**src/rtl/seg_scan_mux.sv**
```systemverilog
// seg_scan_mux
//   Time-multiplexed scanner for a common-anode seven-segment display of up
//   to eight digits. Each digit gets a slot of SCAN_CYCLES clocks. The first
//   clock of every slot is a deghost gap where all anodes are off. Display
//   content is double buffered. A load lands in the pending buffer, and the
//   pending buffer is copied into the active buffer only on the last clock of
//   the frame, so a frame never mixes old and new content. A free-running
//   blink counter supplies the phase used to flash LE-masked digits.
//
// Ports
//   clk        in   1   system clock, rising edge
//   rstn       in   1   synchronous active-low reset
//   load       in   1   one-cycle strobe; captures data_in/point_in/le_in
//   data_in    in  32   digit i nibble at [4i+3:4i]
//   point_in   in   8   decimal point per digit
//   le_in      in   8   blank mask per digit
//   flash_en   in   1   1: masked digits blink, 0: masked digits stay blank
//   an         out  8   active-low anode select, at most one bit low
//   hex        out  4   nibble of the current digit
//   point      out  1   point bit of the current digit
//   le         out  1   LE bit of the current digit
//   flash      out  1   flash_en ? blink_phase : 1
//   pending    out  1   loaded content is waiting for a frame boundary
//   frame_tick out  1   pulse on the final clock of the last digit slot
//
// Load strobe semantics: load has no ready. A load is accepted in every cycle
// in which it is high. A later load before the swap overwrites the pending
// content, so the last load wins.

module seg_scan_mux #(
    parameter int DIGITS       = 8,
    parameter int SCAN_CYCLES  = 100000,
    parameter int BLINK_CYCLES = 25000000
) (
    input  logic        clk,
    input  logic        rstn,
    input  logic        load,
    input  logic [31:0] data_in,
    input  logic [7:0]  point_in,
    input  logic [7:0]  le_in,
    input  logic        flash_en,
    output logic [7:0]  an,
    output logic [3:0]  hex,
    output logic        point,
    output logic        le,
    output logic        flash,
    output logic        pending,
    output logic        frame_tick
);

    localparam int DW  = 4 * DIGITS;
    localparam int SCW = $clog2(SCAN_CYCLES);
    localparam int BW  = (BLINK_CYCLES > 1) ? $clog2(BLINK_CYCLES) : 1;
    localparam int IW  = $clog2(DIGITS);

    localparam logic [SCW-1:0] SC_LAST  = SCW'(SCAN_CYCLES - 1);
    localparam logic [BW-1:0]  BC_LAST  = BW'(BLINK_CYCLES - 1);
    localparam logic [IW-1:0]  IDX_LAST = IW'(DIGITS - 1);

    // Scan position
    logic [SCW-1:0]    sc;
    logic [IW-1:0]     idx;
    logic              slot_end;

    // Blink generator
    logic [BW-1:0]     bc;
    logic              blink_phase;

    // Double-buffered display content
    logic [DW-1:0]     act_data;
    logic [DIGITS-1:0] act_point;
    logic [DIGITS-1:0] act_le;
    logic [DW-1:0]     pend_data;
    logic [DIGITS-1:0] pend_point;
    logic [DIGITS-1:0] pend_le;
    logic              pend_flag;

    assign slot_end   = (sc == SC_LAST);
    assign frame_tick = slot_end && (idx == IDX_LAST);
    assign pending    = pend_flag;
    assign flash      = flash_en ? blink_phase : 1'b1;

    // Scan counter and digit index
    always_ff @(posedge clk) begin
        if (!rstn) begin
            sc  <= '0;
            idx <= '0;
        end else begin
            if (slot_end) begin
                sc  <= '0;
                idx <= (idx == IDX_LAST) ? '0 : idx + IW'(1);
            end else begin
                sc  <= sc + SCW'(1);
            end
        end
    end

    // Blink counter: free running, unaffected by scanning or loads
    always_ff @(posedge clk) begin
        if (!rstn) begin
            bc          <= '0;
            blink_phase <= 1'b0;
        end else if (bc == BC_LAST) begin
            bc          <= '0;
            blink_phase <= ~blink_phase;
        end else begin
            bc          <= bc + BW'(1);
        end
    end

    // Load and frame-boundary swap. A load that coincides with the frame tick
    // bypasses the pending buffer and goes straight to the active buffer.
    always_ff @(posedge clk) begin
        if (!rstn) begin
            act_data   <= '0;
            act_point  <= '0;
            act_le     <= '0;
            pend_data  <= '0;
            pend_point <= '0;
            pend_le    <= '0;
            pend_flag  <= 1'b0;
        end else if (frame_tick) begin
            if (load) begin
                act_data  <= data_in[DW-1:0];
                act_point <= point_in[DIGITS-1:0];
                act_le    <= le_in[DIGITS-1:0];
            end else if (pend_flag) begin
                act_data  <= pend_data;
                act_point <= pend_point;
                act_le    <= pend_le;
            end
            pend_flag <= 1'b0;
        end else if (load) begin
            pend_data  <= data_in[DW-1:0];
            pend_point <= point_in[DIGITS-1:0];
            pend_le    <= le_in[DIGITS-1:0];
            pend_flag  <= 1'b1;
        end
    end

    // Digit select. hex/point/le track idx in every cycle; only the anode is
    // held off during the deghost gap at sc == 0.
    always_comb begin
        an    = 8'hFF;
        hex   = 4'h0;
        point = 1'b0;
        le    = 1'b0;
        for (int i = 0; i < DIGITS; i++) begin
            if (idx == IW'(i)) begin
                hex   = act_data[4*i +: 4];
                point = act_point[i];
                le    = act_le[i];
                if (sc != '0) begin
                    an[i] = 1'b0;
                end
            end
        end
    end

endmodule
```
**config.mk**
```make
export PLATFORM = sky130hd
export DESIGN_NAME = seg_scan_mux
export DESIGN_NICKNAME = d
export VERILOG_FILES = /design/src/rtl/seg_scan_mux.sv
export SDC_FILE = /design/constraint.sdc
export NUM_CORES = 1
export LEC_CHECK = 0
export ABC_AREA = 1
export CORE_ASPECT_RATIO = 0.7
export CORE_UTILIZATION = 45
export CTS_CLUSTER_DIAMETER = 150
export DETAILED_ROUTE_END_ITERATION = 8
export GPL_TIMING_DRIVEN = 0
export PLACE_DENSITY = 0.65
export SYNTH_ARGS = -nofsm -noshare
export SYNTH_HDL_FRONTEND = slang
export SYNTH_SLANG_ARGS = --single-unit
```
**constraint.sdc**
```tcl
create_clock -name clk -period 5.5 [get_ports clk]
set_input_delay 1.375 -clock clk [delete_from_list [all_inputs] [get_ports clk]]
set_output_delay 1.375 -clock clk [all_outputs]
set_load 0.03 [all_outputs]
```
Word level (Yosys, flattened, before mapping)

Cells that the tools add are included.

Add/sub/neg operators: 3
Multipliers: 0
Divide/modulo/power cells: 0
Magnitude comparators: 0
Eq/ne operators: 9
Shift operators: 0
Mux-type cells: 41
Bitwise logic cells: 3
Reduce and logical (&&, ||, !) cells: 9

Operator list:

| kind                                                             | number |
|---|---|
| 32-bit two-way mux                                               | 2 |
| 4-bit two-way mux                                                | 8 |
| 8-bit two-way mux                                                | 4 |
| 1-bit two-way mux                                                | 26 |
| 25-bit by 1-bit adder with 25-bit output (second input constant) | 1 |
| 25-bit == test (second input constant)                           | 1 |
| 17-bit by 1-bit adder with 17-bit output (second input constant) | 1 |
| 17-bit == test (second input constant)                           | 1 |
| 17-bit nonzero test                                              | 1 |
| 3-bit == test (second input constant)                            | 4 |
| 3-bit by 2-bit == test with 1-bit output (second input constant) | 2 |
| 2-bit OR reduction                                               | 3 |
| 2-bit AND reduction                                              | 2 |
| 3-bit by 1-bit adder with 3-bit output (second input constant)   | 1 |
| 3-bit by 1-bit == test with 1-bit output (second input constant) | 1 |
| 3-bit logical NOT                                                | 1 |
| 3-bit two-way mux                                                | 1 |
| 1-bit inverter                                                   | 3 |
| 2-bit nonzero test                                               | 1 |
| 1-bit logical AND                                                | 1 |

Bits in registers: 143
Bits in latches: 0
RAM bits: 0
Memory bits (read-only): 0
Input bits: 52
Output and inout bits: 17
Logic and storage cells: 76
Memories kept: 0

Longest topological paths before layout

Depth in word-level cells: 9
Depth in mapped cells: 13
Depth with buffers taken out: 12

Worst setup path after synthesis

Ideal clock, no wire load.

Path kind: reg-to-output
Start: register idx[1]
End: output hex[3]
Data arrival time: 1.867 ns
Data required time: 4.125 ns
Path slack: 2.258 ns
Stages on the path, launching flop included: 14
Path buffers: 1
Cells stage by stage: dfxtp_1 -> inv_1 -> ha_1 -> clkbuf_1 -> inv_1 -> nor2_1 -> nand2_1 -> nand3_1 -> nand2_1 -> nand2_1 -> nand2_1 -> nand2_1 -> nand2_1 -> a21oi_1

Word-level cells in the longest chain between the ends: 9
Elaborated cells on any way between the ends: 16

Ends and longest elaborated chain:

| what                           | RTL line | RTL |
|---|---|---|
| start: declaration             | 62       | `logic [IW-1:0] idx;` |
| start signal: assignment       | 91       | `idx <= (idx == IDX_LAST) ? '0 : idx + IW'(1);` |
| 3-bit logical NOT              | 149      | `if (idx == IW'(i)) begin` |
| 4-bit two-way mux (7 in a row) | 149      |  |
| 4-bit two-way mux *            | 149      |  |
| end: declaration               | 43       | `output logic [3:0] hex,` |

Mark *: on every way between the ends. The rest lies on a longest branch, timed or not.

Worst setup path in the final report

Ends and elaborated chain as after synthesis.

==> results.md <==
- The static leakage is 3.57 nW.
- The congestion estimate from routability-driven global placement came to 0.860.
- The hold violation total from the final report was 0.
- After detailed routing, the average wire length per cell comes to 14.4 um.
- The family with the most delay on the worst path is buffers and inverters.
- The leading cell type in the layout, fill and taps excluded is sky130_fd_sc_hd__nand2_1.
- The setup total negative slack is 0 ns.
- For this configuration, the core starts out at a cell density of 46.2%.
- Counting the buffers created by CTS gives 17.
- After detailed routing, the number of vias per cell comes to 5.08.
- The post-synthesis net count is 1090.
- Port buffering added 66 buffers.
- In this design, the stage delay of the slowest critical-path cell is 0.68 ns.
- The maximum vdd ir drop is 164 uV.
- The mean cell area of the mapped netlist is 6.98 um^2.
- By instance count, the cell type seen most on the critical path is sky130_fd_sc_hd__nand2_1.
- Static timing analysis puts the maximum clock frequency at 220 MHz.
- The type of the worst min-delay path is reg2reg.
- After detailed placement, the design holds a cell count of 1295.
- The quantity of hold-fixing buffers added after cts is 0.
- The tree is rooted in a sky130_fd_sc_hd__clkbuf_16.
- In the routed design, unresolved DRC markers number 0.
- The clock tree skew after final layout is 0.00424 ns.
- The footprint of the multi-input gates is 0.00375 mm^2.
- The critical path goes through inv_1, ha_1, clkbuf_1, inv_1, nor2_1, nand2_1, nand3_1, nand2_1, nand2_1, nand2_1, nand2_1, nand2_1, a21oi_1, clkdlybuf4s50_1.
- Setup repair after global routing left no endpoint under its margin.
- The highest net fanout along the worst path is 8.
- CTS saw 143 sinks.
- Data on the critical path arrives at its endpoint at 3.17 ns.
- After synthesis the netlist holds a flip-flop and latch count of 143.
- The HPWL after detailed placement is 14.2 mm.
- The DRC marker count from the first detailed-route iteration is 543.
- In the layout the commonest cells are sky130_fd_sc_hd__nand2_1 (232), sky130_fd_sc_hd__nor2_1 (168), sky130_fd_sc_hd__dfxtp_1 (143).
- For the pin with the worst max-slew slack, the measured transition is 0.752 ns.
- The area of the core region is 0.0155 mm^2.
- The worst setup path is captured at an output pin.
- Once layout is complete, the cells apart from fillers number 1327.
- The H-tree was split into 4 levels.
- The final period demand of the worst path is 4.54 ns.
- Once the clock tree was built, the resizer swapped 0 gates to a different size.
- The die is 153 um wide.
- In the final layout, flip-flops and latches occupy 0.00286 mm^2.
- The clock-pin slew of the registers on the worst-case setup and hold paths is 0.06 ns.
- The worst setup path is of the reg2out kind.
- The I/O pin count is 69.
- Entering global routing, the biggest net connects 17 pins.
- In this run the cell area of the synthesized design comes to 0.00719 mm^2.
- The TritonCTS clock tree is done.
- Yosys printed 0 warnings.
- The number of global-route vias before repair is 6164.
- The global-route wire length before repair is 31.5 mm.
- The initial antenna violation count is 0.
- The layout net count is 1175.
- The cell with the largest stage delay on the worst path is sky130_fd_sc_hd__clkdlybuf4s50_1.
- Once detail routing completed, the nets flagged for antenna violations numbered 0.
- The power consumption is 2.54 mW.
- The number of buffers and inverters on the critical path is 4.
- The post-CTS setup buffer count is 0.
- For met1 alone, demand over resource in global routing was 37.1%.
- Of the available clock period, the critical path in the final layout requires 82.6%.
- The remaining max-slew budget at the tightest pin is 49.8%.
- The met2 usage is 34.6%.
- From synthesis to final layout, the design area changed by 21.8%.
- STA classifies the critical path startpoint as a flop.
- The number of rows created at floorplan is 38.
- The first detailed-routing pass ran for 5 iterations.
- Max-cap violations in this run came to 0.
- Global routing used 24.5% of the available tracks across all layers.
- In the synthesized netlist, the number of instances is 1029.
- The met3 routing resource usage after global routing is 4.99%.
- The vertical extent of the die is 108 um.
- In this run the most used layer during global routing was met1.
- The count of final setup violators is 0.
- The residual overflow from global routing is 0.
- The run finished with clean final reports.
- The die area is 0.0165 mm^2.
- Clock latency on the worst-skew pair, taken at its later pin, is 0.43 ns.
- The netlist uses 31 different library cells.
- The detailed router placed 6741 vias in this run.
- The post-detailed-routing wire length is 19.2 mm.
- Cells with a size suffix above 1 make up 6.65% of the layout.
- In this run the power density over the cells is 290 mW/mm^2.
- The diode insertion count for antenna repair is 0.
- The count of fill cells added during filler insertion is 1482.
- The number of pins with negative max-slew slack in the final report is 0.
- The endpoint required time on the critical path is 4.12 ns.
- For this run, the register share of the synthesized area comes to 39.8%.
- The clock passes through at most 2 buffers.
[per-stage QoR]
stage | utilization, % | hold WS, ns | setup slack (ns) | instance area, um^2
after CTS | 56.3 | 0.451 | 0.963 | 8750
after floorplan | - | 0.418 | 2.26 | 7190
after global routing | 56.3 | 0.468 | 0.714 | 8750
final | 56.3 | 0.453 | 0.955 | 8750
after global placement | 52.1 | 0.431 | 1.44 | 8100
after detailed placement | 52.1 | 0.437 | 1.42 | 8100
[power breakdown]
part	total, mW	internal, mW	switching, mW
clock network	1.28	0.837	0.446
logic	0.187	0.0829	0.104
registers	1.07	1.06	0.0123
[flip-flops by register name, indices dropped and copies added, names as in the netlist, 3 cells and up]
signal	count
act_data	32
pend_data	32
bc	25
sc	17
act_le	8
act_point	8
pend_le	8
pend_point	8
idx	3
[cells by family after synthesis]
group	share of synthesized area, %
xor gates and xnor gates	1.34
DFF	39.8
adders and majority gates	1.57
buffers and inverters	8.01
muxes	6.69
AOI/OAI and AO/OA	5.97
and+or+nand+nor	36.6
[routing by layer]
layer	share of wire, %	wire, um
met2	40	7660
met5	0	0
met1	53	10200
met4	0.69	133
met3	6.1	1170
[cells in the mapped netlist, drive strengths merged]
cell    count  area share [%]
nor4        2            0.17
or2        14             1.2
nand2     232              12
dfxtp     143              40
a31oi       1           0.087
nand3b      1            0.10
xor2        5            0.61
clkbuf     24             1.3
or3         1           0.087
nand3      97             6.8
mux2i      48             6.7
buf        37             2.8
inv        75             3.9
a21oi      74             5.2
a211oi      1            0.10
and3        1           0.087
o21ai       9            0.63
nor3       13            0.98
nor2      173             9.3
xnor2       6            0.73
nor3b       5            0.52
nand4      58             5.3
ha          9             1.6
[final timing paths]
| check | startpoint | to | slack [ns] | depth (start not counted) |
|---|---|---|---|---|
| setup / recovery | idx[1]$_SDFFE_PN0N_ | hex[3] | 0.96 | 14 |
| hold / removal | bc[0]$_SDFF_PP0_ | bc[0]$_SDFF_PP0_ | 0.45 | 1 |
| setup reg to reg | idx[0]$_SDFFE_PN0N_ | act_le[0]$_SDFFE_PN0P_ | 3.21 | 7 |
| hold reg to reg | bc[0]$_SDFF_PP0_ | bc[0]$_SDFF_PP0_ | 0.45 | 1 |
[final cells by class]
cell class / count / area share [%]
buffer: 61 / 3.36
clock buffer: 21 / 5.38
clock inverter: 11 / 2.12
inverter: 75 / 3.22
multi-input combinational: 750 / 42.8
sequential: 143 / 32.7
tap: 200 / 2.86
timing repair buffer: 66 / 7.55
(Power assumes the default switching activity.)
